--- src/rtl/subneg_pkg.sv ---
// Shared types and default address helpers for the SUBNEG core.
// Latency: n/a (declarations only).
// Backpressure: n/a (declarations only).
package subneg_pkg;

  typedef enum logic [2:0] {
    HALT,
    FETCH_A,
    FETCH_B,
    FETCH_C,
    READ_A,
    READ_B,
    EXEC
  } state_t;

  localparam int DEF_DATA_W = 8;
  localparam int DEF_ADDR_W = 5;

  // Output register sits at the top word of the address space.
  function automatic int def_out_addr(input int addr_w);
    return (1 << addr_w) - 1;
  endfunction

  // Input port sits just below the output register.
  function automatic int def_in_addr(input int addr_w);
    return (1 << addr_w) - 2;
  endfunction

endpackage

--- src/rtl/subneg_if.sv ---
// Control, load, I/O and status bundle between the TT wrapper and the core.
// Latency: wires only.
// Backpressure: none; load/start are only honoured while the core is halted.
interface subneg_if
  import subneg_pkg::*;
#(
  parameter int DATA_W = DEF_DATA_W,
  parameter int ADDR_W = DEF_ADDR_W
);
  logic              start;
  logic              load_en;
  logic [ADDR_W-1:0] load_addr;
  logic [DATA_W-1:0] load_data;
  logic [DATA_W-1:0] in_data;
  logic [DATA_W-1:0] out_data;
  logic              out_valid;
  logic              busy;
  logic [ADDR_W-1:0] pc;

  // Wrapper / bench side: drives control and load, observes results.
  modport master (
    output start, load_en, load_addr, load_data, in_data,
    input  out_data, out_valid, busy, pc
  );

  // Core side.
  modport slave (
    input  start, load_en, load_addr, load_data, in_data,
    output out_data, out_valid, busy, pc
  );
endinterface

--- src/rtl/subneg_mem.sv ---
// Program/data memory: 2**ADDR_W words, one combinational read, one write port.
// Latency: read is combinational, write lands on the next rising edge.
// Backpressure: none; the core guarantees load and exec writes never collide.
module subneg_mem #(
  parameter int DATA_W = 8,
  parameter int ADDR_W = 5
) (
  input  logic              clk,
  input  logic              load_we,
  input  logic [ADDR_W-1:0] load_addr,
  input  logic [DATA_W-1:0] load_data,
  input  logic              exec_we,
  input  logic [ADDR_W-1:0] exec_addr,
  input  logic [DATA_W-1:0] exec_data,
  input  logic [ADDR_W-1:0] raddr,
  output logic [DATA_W-1:0] rdata
);
  localparam int DEPTH = 1 << ADDR_W;

  // Not reset: program contents must survive a core reset.
  logic [DATA_W-1:0] mem [DEPTH];

  logic              we;
  logic [ADDR_W-1:0] waddr;
  logic [DATA_W-1:0] wdata;

  // Single write port shared by the loader (HALT only) and EXEC.
  always_comb begin
    we    = load_we | exec_we;
    waddr = load_we ? load_addr : exec_addr;
    wdata = load_we ? load_data : exec_data;
  end

  // Synchronous write.
  always_ff @(posedge clk) begin
    if (we) mem[waddr] <= wdata;
  end

  assign rdata = mem[raddr];

endmodule

--- src/rtl/subneg_core.sv ---
// SUBLEQ-style core: mem[B] -= mem[A], branch to C on borrow; halts on a taken jump-to-self.
// Latency: 6 cycles per instruction; out_data/out_valid update on the EXEC edge.
// Backpressure: none; load_en/start ignored while busy. Macro SUBNEG_IN_PORT_EN maps in_data at IN_ADDR.
module subneg_core
  import subneg_pkg::*;
#(
  parameter int DATA_W   = DEF_DATA_W,
  parameter int ADDR_W   = DEF_ADDR_W,
  parameter int OUT_ADDR = def_out_addr(ADDR_W),
  parameter int IN_ADDR  = def_in_addr(ADDR_W)
) (
  input logic      clk,
  input logic      reset,
  subneg_if.slave  bus
);
  localparam logic [ADDR_W-1:0] OUT_A = ADDR_W'(OUT_ADDR);

  state_t            state;
  logic [ADDR_W-1:0] pc_q;
  logic [ADDR_W-1:0] addr_a, addr_b, addr_c;
  logic [DATA_W-1:0] val_a, val_b;
  logic [DATA_W-1:0] out_q;
  logic              out_vld_q;

  logic [ADDR_W-1:0] rd_addr;
  logic [DATA_W-1:0] mem_rdata;
  logic [DATA_W-1:0] rd_data;
  logic [DATA_W:0]   diff;
  logic              borrow;
  logic [DATA_W-1:0] result;
  logic              wr_is_out;
  logic              wr_dropped;
  logic              exec_we;
  logic              load_we;

  // Single read port: the address follows the instruction phase.
  always_comb begin
    rd_addr = pc_q;
    case (state)
      FETCH_A: rd_addr = pc_q;
      FETCH_B: rd_addr = pc_q + ADDR_W'(1);
      FETCH_C: rd_addr = pc_q + ADDR_W'(2);
      READ_A:  rd_addr = addr_a;
      READ_B:  rd_addr = addr_b;
      default: rd_addr = pc_q;
    endcase
  end

`ifdef SUBNEG_IN_PORT_EN
  localparam logic [ADDR_W-1:0] IN_A = ADDR_W'(IN_ADDR);

  // Memory-mapped reads: output register readback and live input port.
  always_comb begin
    rd_data = mem_rdata;
    if (rd_addr == OUT_A) begin
      rd_data = out_q;
    end else if (rd_addr == IN_A) begin
      rd_data = bus.in_data;
    end
  end

  assign wr_dropped = (addr_b == IN_A);
`else
  // Memory-mapped reads: output register readback only.
  always_comb begin
    rd_data = mem_rdata;
    if (rd_addr == OUT_A) rd_data = out_q;
  end

  assign wr_dropped = 1'b0;

  logic unused_in_data;
  assign unused_in_data = ^bus.in_data;
`endif

  // Borrow is the extra top bit of a widened subtract.
  assign diff   = {1'b0, val_b} - {1'b0, val_a};
  assign borrow = diff[DATA_W];
  assign result = diff[DATA_W-1:0];

  assign wr_is_out = (addr_b == OUT_A);

  // Reset gates both write sources so an aborted EXEC leaves memory untouched.
  assign exec_we = (state == EXEC) && !reset && !wr_is_out && !wr_dropped;
  assign load_we = (state == HALT) && !reset && bus.load_en;

  subneg_mem #(
    .DATA_W (DATA_W),
    .ADDR_W (ADDR_W)
  ) u_mem (
    .clk       (clk),
    .load_we   (load_we),
    .load_addr (bus.load_addr),
    .load_data (bus.load_data),
    .exec_we   (exec_we),
    .exec_addr (addr_b),
    .exec_data (result),
    .raddr     (rd_addr),
    .rdata     (mem_rdata)
  );

  // Instruction sequencer: fetch three address words, read two operands, execute.
  always_ff @(posedge clk) begin
    if (reset) begin
      state     <= HALT;
      pc_q      <= '0;
      addr_a    <= '0;
      addr_b    <= '0;
      addr_c    <= '0;
      val_a     <= '0;
      val_b     <= '0;
      out_q     <= '0;
      out_vld_q <= 1'b0;
    end else begin
      out_vld_q <= 1'b0;
      case (state)
        HALT: begin
          if (bus.start) begin
            pc_q  <= '0;
            state <= FETCH_A;
          end
        end
        FETCH_A: begin
          addr_a <= rd_data[ADDR_W-1:0];
          state  <= FETCH_B;
        end
        FETCH_B: begin
          addr_b <= rd_data[ADDR_W-1:0];
          state  <= FETCH_C;
        end
        FETCH_C: begin
          addr_c <= rd_data[ADDR_W-1:0];
          state  <= READ_A;
        end
        READ_A: begin
          val_a <= rd_data;
          state <= READ_B;
        end
        READ_B: begin
          val_b <= rd_data;
          state <= EXEC;
        end
        EXEC: begin
          if (wr_is_out) begin
            out_q     <= result;
            out_vld_q <= 1'b1;
          end
          if (borrow) begin
            pc_q  <= addr_c;
            // A taken jump to the current instruction would spin forever: stop instead.
            state <= (addr_c == pc_q) ? HALT : FETCH_A;
          end else begin
            pc_q  <= pc_q + ADDR_W'(3);
            state <= FETCH_A;
          end
        end
        default: state <= HALT;
      endcase
    end
  end

  assign bus.busy      = (state != HALT);
  assign bus.pc        = pc_q;
  assign bus.out_data  = out_q;
  assign bus.out_valid = out_vld_q;

endmodule
--- src/flat_wrapper.sv ---
// flat-port wrapper written by rule: the top's interface ports become plain ports
module subneg_core_flat import subneg_pkg::*;
#(
  parameter int DATA_W   = DEF_DATA_W,
  parameter int ADDR_W   = DEF_ADDR_W,
  parameter int OUT_ADDR = def_out_addr(ADDR_W),
  parameter int IN_ADDR  = def_in_addr(ADDR_W)
)
  (clk, reset, bus_start, bus_load_en, bus_load_addr, bus_load_data, bus_in_data, bus_out_data, bus_out_valid, bus_busy, bus_pc);
  subneg_if #(.DATA_W(DATA_W), .ADDR_W(ADDR_W)) bus_i ();
  input logic clk;
  input logic reset;
  input wire logic [$bits(bus_i.start)-1:0] bus_start;
  input wire logic [$bits(bus_i.load_en)-1:0] bus_load_en;
  input wire logic [$bits(bus_i.load_addr)-1:0] bus_load_addr;
  input wire logic [$bits(bus_i.load_data)-1:0] bus_load_data;
  input wire logic [$bits(bus_i.in_data)-1:0] bus_in_data;
  output wire logic [$bits(bus_i.out_data)-1:0] bus_out_data;
  output wire logic [$bits(bus_i.out_valid)-1:0] bus_out_valid;
  output wire logic [$bits(bus_i.busy)-1:0] bus_busy;
  output wire logic [$bits(bus_i.pc)-1:0] bus_pc;
  assign bus_i.start = bus_start;
  assign bus_i.load_en = bus_load_en;
  assign bus_i.load_addr = bus_load_addr;
  assign bus_i.load_data = bus_load_data;
  assign bus_i.in_data = bus_in_data;
  assign bus_out_data = bus_i.out_data;
  assign bus_out_valid = bus_i.out_valid;
  assign bus_busy = bus_i.busy;
  assign bus_pc = bus_i.pc;
  subneg_core #(.DATA_W(DATA_W), .ADDR_W(ADDR_W), .OUT_ADDR(OUT_ADDR), .IN_ADDR(IN_ADDR)) u_core (.clk(clk), .reset(reset), .bus(bus_i));
endmodule
--- config.mk ---
export PLATFORM = sky130hd
export DESIGN_NAME = subneg_core_flat
export DESIGN_NICKNAME = d
export VERILOG_FILES = /design/src/rtl/subneg_pkg.sv /design/src/rtl/subneg_if.sv /design/src/rtl/subneg_mem.sv /design/src/rtl/subneg_core.sv /design/src/flat_wrapper.sv
export SDC_FILE = /design/constraint.sdc
export NUM_CORES = 1
export LEC_CHECK = 0
export CAP_MARGIN = 20
export CORE_MARGIN = 1
export CORE_UTILIZATION = 50
export CTS_CLUSTER_SIZE = 25
export DETAILED_ROUTE_END_ITERATION = 10
export GPL_ROUTABILITY_DRIVEN = 1
export PLACE_DENSITY = 0.74
export REMOVE_ABC_BUFFERS = 1
export SYNTH_ARGS = -nofsm -noshare
export SYNTH_HDL_FRONTEND = slang
export SYNTH_HIERARCHICAL = 1
export SYNTH_SLANG_ARGS = --single-unit
--- constraint.sdc ---
create_clock -name clk -period 4.31 [get_ports clk]
set_input_delay 0.431 -clock clk [delete_from_list [all_inputs] [get_ports clk]]
set_output_delay 0.431 -clock clk [all_outputs]
set_load 0.02 [all_outputs]
==> results of run 1 <==
-- flip-flops by register name (all words and copies together), names as in the netlist --
name	cells
u_core/u_mem/mem	256
u_core/bus.out_data	8
u_core/val_a	8
u_core/val_b	8
u_core/addr_a	5
u_core/addr_b	5
u_core/addr_c	5
u_core/bus.pc	5
u_core/state	3
u_core/bus.out_valid	1
-- logic make-up after synthesis --
family          count (synthesis)  share of synthesized area (%)
mux                           121                           17.5
simple gates                  149                           5.12
buf+inv                        66                           2.38
xor+xnor                       11                          0.754
flops                         304                           67.7
fa+ha+maj                      13                           1.33
compound gates                 90                           5.26
-- area by class of cell --
type	instances	area, um2
Multi-Input combinational cell	384	3850
Fill cell	1851	10600
Inverter	21	78.8
Sequential cell	304	8650
Tap cell	330	413
Timing Repair Buffer	48	488
Clock buffer	35	791
Clock inverter	21	231
-- critical path, stage by stage, from the launching register on --
cell and delay, ns:
dfxtp_1 0.69, buf_4 0.27, nor2_1 0.06, a211oi_1 0.28, nand2b_2 0.20, buf_12 0.28
mux4_2 0.38, mux4_2 0.51, mux2_2 0.31, mux2i_1 0.43, a211oi_1 0.15
-- cell usage in the layout, fill, tap and decap left out, drive strengths merged, types with 11 or more instances in the layout --
cell type and count:
clkdlybuf4s50 31, ha 12, clkbuf 35, clkinv 12, a211oi 36, mux4 80, o21ai 11, nor2 82
mux2i 21, a21oi 11, dfxtp 48, buf 17, mux2 20, edfxtp 256, nand2 24, inv 22
-- per-stage QoR --
step	hold WS (ns)	setup TNS [ns]	area (um2)	worst slack [ns]	total power, mW
after global routing	0.501	0	14500	0.254	6.97
after floorplan	0.472	-207.48	12600	-6.75	3.93
after CTS	0.488	0	14500	0.472	6.81
after global placement	0.470	0	13500	0.571	4.13
final	0.492	0	14500	0.494	6.77
after detailed placement	0.468	0	13500	0.492	4.17
-- layer usage --
| layer | part of all wire [%] | track usage (%) |
|---|---|---|
| met4 | 3.6 | 8.36 |
| met3 | 7.3 | 4.01 |
| met5 | 0 | 0 |
| met1 | 40 | 28.1 |
| met2 | 49 | 33.1 |
-- power by group through the flow --
stage               sequential [mW]  clock [mW]  combinational [mW]
floorplan                      3.44           0               0.492
global placement               3.45           0               0.683
detailed placement             3.45           0               0.718
CTS                            3.39        2.70               0.722
global route                   3.39        2.81               0.772
finish                         3.39        2.66               0.720
-- worst paths after layout --
kind / to / startpoint / slack (ns) / cells past startpoint
max: u_core/addr_b[2]$_SDFFE_PP0P_ / u_core/state[2]$_SDFFE_PP0P_ / 0.49 / 10
min: u_core/bus.out_data[6]$_SDFFE_PP0P_ / u_core/bus.out_data[6]$_SDFFE_PP0P_ / 0.49 / 2
max reg2reg: u_core/addr_b[2]$_SDFFE_PP0P_ / u_core/state[2]$_SDFFE_PP0P_ / 0.49 / 10
min reg2reg: u_core/bus.out_data[6]$_SDFFE_PP0P_ / u_core/bus.out_data[6]$_SDFFE_PP0P_ / 0.49 / 2
==> results.py, run 1 <==
metrics = {
    "synthesis": {
        "ys.warnings.count": 6,
        "synth_area_leaders": "edfxtp_1 (60%), mux4_2 (14%), dfxtp_1 (7.5%)",
        "synth_top_area_share_pct": 60.1,
        "async_reset_ff_share_pct": 0,
        "synth_edf_count": 256,
        "syn-instance-count": 754,
        "ys_ff_latch": 304,
        "syn_avg_cell_area_um2": 17.0,
        "yosysMostFrequentCell": "edfxtp_1",
        "yosys.area.top_type": "edfxtp_1",
        "ys_types": 51,
        "synthFlopType": "edfxtp_1",
        "ys_seq_area_share_pct": 67.7,
        "synth_area_um2": 12800,
        "synthTopCellsByCount": "edfxtp_1 (256), nor2_1 (82), mux4_2 (80)",
    },
    "cts": {
        "cts.sinks": 304,
        "cts-resized-gates": 0,
        "root_buffer": "clkbuf_16",
        "cts_tree": "built",
        "htreeDepth": 1,
        "cts_hold_buf": 0,
        "clk_latency_ns": 0.55,
        "cts.reportedPaths.clkPinSlew_ns": 0.06,
        "cts_made_buffers": 30,
        "cts_setup_buffers": 0,
        "clock_path_buffers": 3,
    },
    "grt": {
        "grt_pass1_wl_um": 40800,
        "grt_pass1_vias": 7020,
        "gr-total-overflow": 0,
        "antenna_found_initial": 0,
        "grt_max_degree": 65,
        "grt_usage_pct": 20.7,
    },
    "placement": {
        "dp.cells": 1087,
        "hpwl_um": 17000,
        "gp_congestion": 0.872,
        "portBuffers": 31,
    },
    "worst_setup_path": {
        "start_kind": "flop",
        "worstPathRequired_ns": 4.70,
        "cp.arrival_ns": 4.20,
        "critical_path.max_fanout": 64,
        "end_kind": "flop",
        "critical_path_class": "reg2reg",
    },
    "floorplanning": {
        "die_w_um": 162,
        "die_h_um": 162,
        "core-area_um2": 25100,
        "start_util_pct": 50.9,
        "die_area_um2": 26200,
        "rows": 58,
        "boundaryPins": 40,
    },
    "timing": {
        "skew_ns": 0.0152,
        "hold_viol_final": 0,
        "maxSlewHeadroom_pct": 34.1,
        "max_freq_mhz": 262,
        "fin_crit_sh_pct": 88.5,
        "worst_slew_pin_slew_ns": 0.988,
        "slew_violations": 0,
        "setup_viol": 0,
        "rsz0062_at_grt": "false",
        "min_period_ns": 3.82,
    },
    "worst_hold_path": {
        "hp-class": "reg2reg",
    },
    "power": {
        "p_leak_nw": 4.53,
        "swShare_pct": 22.7,
        "clock_power_share_pct": 39.3,
        "pwr-share-comb_pct": 10.6,
        "seq_power_share_pct": 50.1,
        "p_switching_mw": 1.54,
        "internal_power_mw": 5.23,
        "power.density_nw_per_um2": 467,
        "irDropWorstVdd_mv": 0.295,
    },
    "finish": {
        "drive_gt1_share_pct": 20.5,
        "final_util_pct": 57.7,
        "insertedDiodeCount": 0,
        "syn_to_final_growth_pct": 13.4,
        "final_cells": 1143,
        "finalNetCount": 827,
    },
    "routing": {
        "drt-pass1-iter-count": 8,
        "drtAntennaViolNets": 0,
        "routed_via_density": 6.01,
        "drtIter0Drc": 866,
        "drt-total-wl_um": 26300,
        "vias": 6871,
        "drc_errors": 0,
        "detail_route.wl_per_cell_um": 23.0,
    },
    "outcome": {
        "outcome": "finished, final reports clean",
    },
    "job": {
        "cap_violations": 0,
    },
}
(Power assumes the default switching activity.)
==> run 2, diff against run 1 <==
--- a/config.mk
+++ b/config.mk
@@ -11,6 +11,7 @@
 export CTS_CLUSTER_SIZE = 25
 export DETAILED_ROUTE_END_ITERATION = 10
 export GPL_ROUTABILITY_DRIVEN = 1
+export MAX_ROUTING_LAYER = met4
 export PLACE_DENSITY = 0.74
 export REMOVE_ABC_BUFFERS = 1
 export SYNTH_ARGS = -nofsm -noshare
==> results.py, run 2 (synthesis results as in run 1) <==
metrics = {
    "floorplanning": {
        "die_w_um": 162,
        "start_util_pct": 50.9,
        "die_h_um": 162,
        "boundaryPins": 40,
        "die_area_um2": 26200,
        "core-area_um2": 25100,
        "rows": 58,
    },
    "grt": {
        "grt_usage_pct": 21.8,
        "grt_max_degree": 65,
        "gr-total-overflow": 0,
        "grt_pass1_vias": 7050,
        "grt_pass1_wl_um": 41500,
        "antenna_found_initial": 0,
    },
    "cts": {
        "clk_latency_ns": 0.55,
        "cts_made_buffers": 30,
        "cts.sinks": 304,
        "htreeDepth": 1,
        "cts.reportedPaths.clkPinSlew_ns": 0.06,
        "cts_setup_buffers": 0,
        "cts_hold_buf": 0,
        "cts-resized-gates": 0,
        "cts_tree": "built",
        "root_buffer": "clkbuf_16",
        "clock_path_buffers": 3,
    },
    "timing": {
        "max_freq_mhz": 255,
        "setup_tns_ns": 0,
        "setup_viol": 0,
        "fin_crit_sh_pct": 91.0,
        "slew_violations": 0,
        "min_period_ns": 3.92,
        "rsz0062_at_grt": "false",
        "maxSlewHeadroom_pct": 29.4,
        "hold_slack_ns": 0.488,
        "worst_slew_pin_slew_ns": 1.05,
        "skew_ns": 0.00733,
        "hold_viol_final": 0,
        "layout_setup_ws_ns": 0.389,
    },
    "worst_setup_path": {
        "cp_top_family": "multiplexers",
        "r2r-end": "u_core/addr_b[2]$_SDFFE_PP0P_",
        "reg2reg_depth": 10,
        "path_cells": "mux2i_1, nand2_1, o21ai_0, o21ai_4, buf_12, mux4_2, mux4_2, mux2_2, mux2i_1, a211oi_1",
        "critical_path.max_fanout": 14,
        "critPathSlowestCell": "dfxtp_1",
        "critical_path_buf_inv_count": 1,
        "cp_num_cells": 10,
        "start_kind": "flop",
        "end_kind": "flop",
        "reg2reg_slack_ns": 0.39,
        "worstPathRequired_ns": 4.70,
        "cp-endpoint": "u_core/addr_b[2]$_SDFFE_PP0P_",
        "worstReg2RegStart": "u_core/state[0]$_SDFFE_PP0P_",
        "critical_path_class": "reg2reg",
        "max_stage_delay_ns": 0.62,
        "cp.arrival_ns": 4.31,
        "cp-startpoint": "u_core/state[0]$_SDFFE_PP0P_",
    },
    "finish": {
        "drive_gt1_share_pct": 21.9,
        "largest_register": "u_core/u_mem/mem",
        "finalNetCount": 831,
        "layout.cells.most_common": "edfxtp_1",
        "syn_to_final_growth_pct": 13.9,
        "final_cell_mix": "edfxtp_1 (256), nor2_1 (82), mux4_2 (80)",
        "final_cells": 1142,
        "largest_register_ffs": 256,
        "insertedDiodeCount": 0,
    },
    "worst_hold_path": {
        "hp-class": "reg2reg",
        "hold_depth": 2,
    },
    "power": {
        "p_switching_mw": 1.54,
        "power.total_mw": 6.83,
        "seq_power_share_pct": 49.6,
        "power.density_nw_per_um2": 469,
        "irDropWorstVdd_mv": 0.246,
        "pwr-share-comb_pct": 10.7,
        "internal_power_mw": 5.29,
        "p_leak_nw": 4.58,
        "clock_power_share_pct": 39.7,
        "swShare_pct": 22.6,
    },
    "routing": {
        "drtAntennaViolNets": 0,
        "drc_errors": 0,
        "detail_route.wl_per_cell_um": 23.4,
        "drt-pass1-iter-count": 5,
        "vias": 6874,
        "routed_via_density": 6.02,
        "drt-total-wl_um": 26700,
        "drtIter0Drc": 698,
    },
    "placement": {
        "gp_congestion": 0.825,
        "dp.cells": 1091,
        "portBuffers": 31,
        "hpwl_um": 17200,
        "dp_slack_ns": 0.445,
    },
    "job": {
        "cap_violations": 0,
    },
    "outcome": {
        "outcome": "finished, final reports clean",
    },
}
-- run 2: cell types whose count changed in the layout (fill, tap and decap cells not counted), sizes merged --
cell      before  now
bufinv         5    6
clkinvlp       3    2
clkbuf        35   32
buf           17   21
clkinv        12   10
-- run 2: worst min path at each step --
stage	start	end	slack, ns
after global placement	u_core/bus.out_data[6]$_SDFFE_PP0P_	u_core/bus.out_data[6]$_SDFFE_PP0P_	0.47
after floorplan	u_core/addr_a[1]$_SDFFE_PP0P_	u_core/addr_a[1]$_SDFFE_PP0P_	0.47
final	u_core/bus.out_data[7]$_SDFFE_PP0P_	u_core/bus.out_data[7]$_SDFFE_PP0P_	0.49
after global routing	u_core/bus.out_data[5]$_SDFFE_PP0P_	u_core/bus.out_data[5]$_SDFFE_PP0P_	0.51
after detailed placement	u_core/bus.out_data[7]$_SDFFE_PP0P_	u_core/bus.out_data[7]$_SDFFE_PP0P_	0.47
after CTS	u_core/bus.out_data[7]$_SDFFE_PP0P_	u_core/bus.out_data[7]$_SDFFE_PP0P_	0.49
-- run 2: layout make-up --
cell class	count	area [um2]
fillers	1849	10500
flip-flops and latches	304	8650
multi-input cells	384	3850
clock buffers	32	779
repair buffers	52	543
well taps	330	413
clock inverters	19	254
inverters	21	78.8
-- run 2: routing by layer --
metal  vias up  global-route usage (%)  wire length, um
met4         0                    6.09              715
met5         -                       -                0
met3        49                    3.40             1400
met2       214                    35.9            13400
met1      3563                    28.2            11200
li1       3048                       -                -
-- run 2: power groups by stage --
| stage | sequential (mW) | combinational [mW] | clock [mW] |
|---|---|---|---|
| after detailed placement | 3.45 | 0.728 | 0 |
| after global routing | 3.39 | 0.784 | 2.86 |
| after CTS | 3.39 | 0.731 | 2.75 |
| after floorplan | 3.44 | 0.492 | 0 |
| final | 3.39 | 0.729 | 2.71 |
| after global placement | 3.45 | 0.692 | 0 |
-- run 2: worst min-delay path: stages (launching register included) --
cell     delay, ns
dfxtp_1       0.33
nand2_1       0.06
a21oi_1       0.05
-- run 2: through the flow --
step | utilization [%] | area [um2]
after floorplan | - | 12600
after global placement | 53.9 | 13500
after detailed placement | 53.9 | 13500
after CTS | 58.0 | 14600
after global routing | 58.0 | 14600
final | 58.0 | 14600
==> run 3, diff against run 2 <==
--- a/config.mk
+++ b/config.mk
@@ -7,13 +7,14 @@
 export LEC_CHECK = 0
 export CAP_MARGIN = 20
 export CORE_MARGIN = 1
-export CORE_UTILIZATION = 50
+export CORE_UTILIZATION = 45
 export CTS_CLUSTER_SIZE = 25
 export DETAILED_ROUTE_END_ITERATION = 10
 export GPL_ROUTABILITY_DRIVEN = 1
 export MAX_ROUTING_LAYER = met4
-export PLACE_DENSITY = 0.74
+export PLACE_DENSITY = 0.68
 export REMOVE_ABC_BUFFERS = 1
+export SETUP_SLACK_MARGIN = 0.05
 export SYNTH_ARGS = -nofsm -noshare
 export SYNTH_HDL_FRONTEND = slang
 export SYNTH_HIERARCHICAL = 1
==> results.py, run 3 (synthesis results as in run 1) <==
metrics = {
    "routing": {
        "drc_errors": 0,
        "routed_via_density": 5.63,
        "highest_layer": "met4",
        "drt-pass1-iter-count": 7,
        "drtIter0Drc": 661,
        "met2_length_um": 12300,
        "drt-total-wl_um": 26100,
        "drtAntennaViolNets": 0,
        "m1WireLength_um": 11900,
        "detail_route.wl_per_cell_um": 21.9,
        "met3_length_um": 1340,
        "vias": 6722,
    },
    "timing": {
        "setup_tns_ns": 0,
        "max_freq_mhz": 259,
        "min_period_ns": 3.86,
        "setup_viol": 0,
        "fin_crit_sh_pct": 89.7,
        "worst_slew_pin_slew_ns": 0.921,
        "rsz0062_at_grt": "false",
        "layout_setup_ws_ns": 0.446,
        "maxSlewHeadroom_pct": 38.3,
        "skew_ns": 0.00810,
        "hold_viol_final": 0,
        "slew_violations": 0,
    },
    "power": {
        "power.density_nw_per_um2": 457,
        "irDropWorstVdd_mv": 0.293,
        "p_leak_nw": 4.54,
    },
    "finish": {
        "insertedDiodeCount": 0,
        "final_util_pct": 52.1,
        "largest_register": "u_core/u_mem/mem",
        "layout.cells.most_common": "edfxtp_1",
        "drive_gt1_share_pct": 21.2,
        "largest_register_ffs": 256,
        "final_cell_mix": "edfxtp_1 (256), nor2_1 (82), mux4_2 (80)",
        "finalNetCount": 830,
        "syn_to_final_growth_pct": 13.5,
        "fillers": 2228,
    },
    "worst_setup_path": {
        "start_kind": "flop",
        "reg2reg_depth": 12,
        "reg2reg_slack_ns": 0.45,
        "timing.critical_path.mode_cell": "mux4_2",
        "end_kind": "flop",
        "critical_path_class": "reg2reg",
        "cp.arrival_ns": 4.27,
        "critical_path.max_fanout": 64,
        "worstPathRequired_ns": 4.72,
        "max_stage_delay_ns": 0.54,
        "critPathSlowestCell": "mux4_2",
        "path_cells": "buf_4, ha_1, or3b_1, a21oi_2, o21ai_0, nand2b_2, buf_12, mux4_2, mux4_2, mux2_2, mux2i_1, a211oi_1",
    },
    "grt": {
        "grt_pass1_vias": 6690,
        "antenna_found_initial": 0,
        "grt_pass1_wl_um": 40500,
        "gr-total-overflow": 0,
        "grt_usage_pct": 19.2,
        "grt_max_degree": 65,
    },
    "cts": {
        "cts_made_buffers": 30,
        "cts-resized-gates": 0,
        "htreeDepth": 1,
        "clk_latency_ns": 0.55,
        "clock_path_buffers": 3,
        "cts.reportedPaths.clkPinSlew_ns": 0.06,
        "cts_hold_buf": 0,
        "cts_tree": "built",
        "cts.sinks": 304,
        "cts_setup_buffers": 0,
        "root_buffer": "clkbuf_16",
    },
    "floorplanning": {
        "die_w_um": 171,
        "boundaryPins": 40,
        "die_h_um": 171,
        "core-area_um2": 27900,
        "start_util_pct": 45.9,
        "die_area_um2": 29100,
        "rows": 61,
    },
    "worst_hold_path": {
        "hp-class": "reg2reg",
        "hold_depth": 2,
    },
    "placement": {
        "portBuffers": 31,
        "gp_congestion": 0.799,
        "hpwl_um": 16900,
        "dp_slack_ns": 0.490,
    },
    "outcome": {
        "outcome": "finished, final reports clean",
    },
    "job": {
        "cap_violations": 0,
    },
}
[run 3: worst max-delay path: cells and delay by family (launching register included)]
kind | cells | cell delay [ns]
multiplexers | 4 | 1.63
buffers and inverters | 2 | 0.51
AND/OR/NAND/NOR | 2 | 0.51
AO/OA/AOI/OAI | 3 | 0.43
flip-flops | 1 | 0.40
adder cells (fa/ha/maj) | 1 | 0.18
[run 3: final timing paths]
kind,startpoint,end
setup / recovery,u_core/bus.pc[1]$_SDFFE_PP0P_,u_core/val_a[0]$_SDFFE_PP0N_
hold / removal,u_core/bus.out_data[7]$_SDFFE_PP0P_,u_core/bus.out_data[7]$_SDFFE_PP0P_
setup reg to reg,u_core/bus.pc[1]$_SDFFE_PP0P_,u_core/val_a[0]$_SDFFE_PP0N_
hold reg to reg,u_core/bus.out_data[7]$_SDFFE_PP0P_,u_core/bus.out_data[7]$_SDFFE_PP0P_
[run 3: layer usage]
layer,track usage (%),up-vias
met3,3.12,33
met2,29.3,184
met4,4.47,0
met1,27.3,3444
met5,-,-
li1,-,3061
[run 3: where the power goes]
group	switching, mW	internal [mW]
combinational	0.444	0.275
sequential	0.0335	3.36
clock	1.05	1.47
total	1.53	5.11
[run 3: cell type report]
| cell class | instances | area, um2 | area share, % |
|---|---|---|---|
| sequential | 304 | 8650 | 59.6 |
| inverter | 21 | 78.8 | 0.543 |
| tap | 378 | 473 | 3.26 |
| timing repair buffer | 51 | 508 | 3.50 |
| clock inverter | 8 | 65.1 | 0.448 |
| clock buffer | 47 | 892 | 6.15 |
| multi-input combinational | 384 | 3850 | 26.5 |
[run 3: metrics by stage]
step                      hold slack, ns  area, um2  power, mW  cells
after floorplan                    0.472      12600       3.93    709
after global placement             0.463      13600       4.16   1137
after detailed placement           0.470      13600       4.18   1137
after CTS                          0.480      14500       6.70   1192
after global routing               0.520      14500       6.86   1193
final                              0.483      14500       6.64   1193
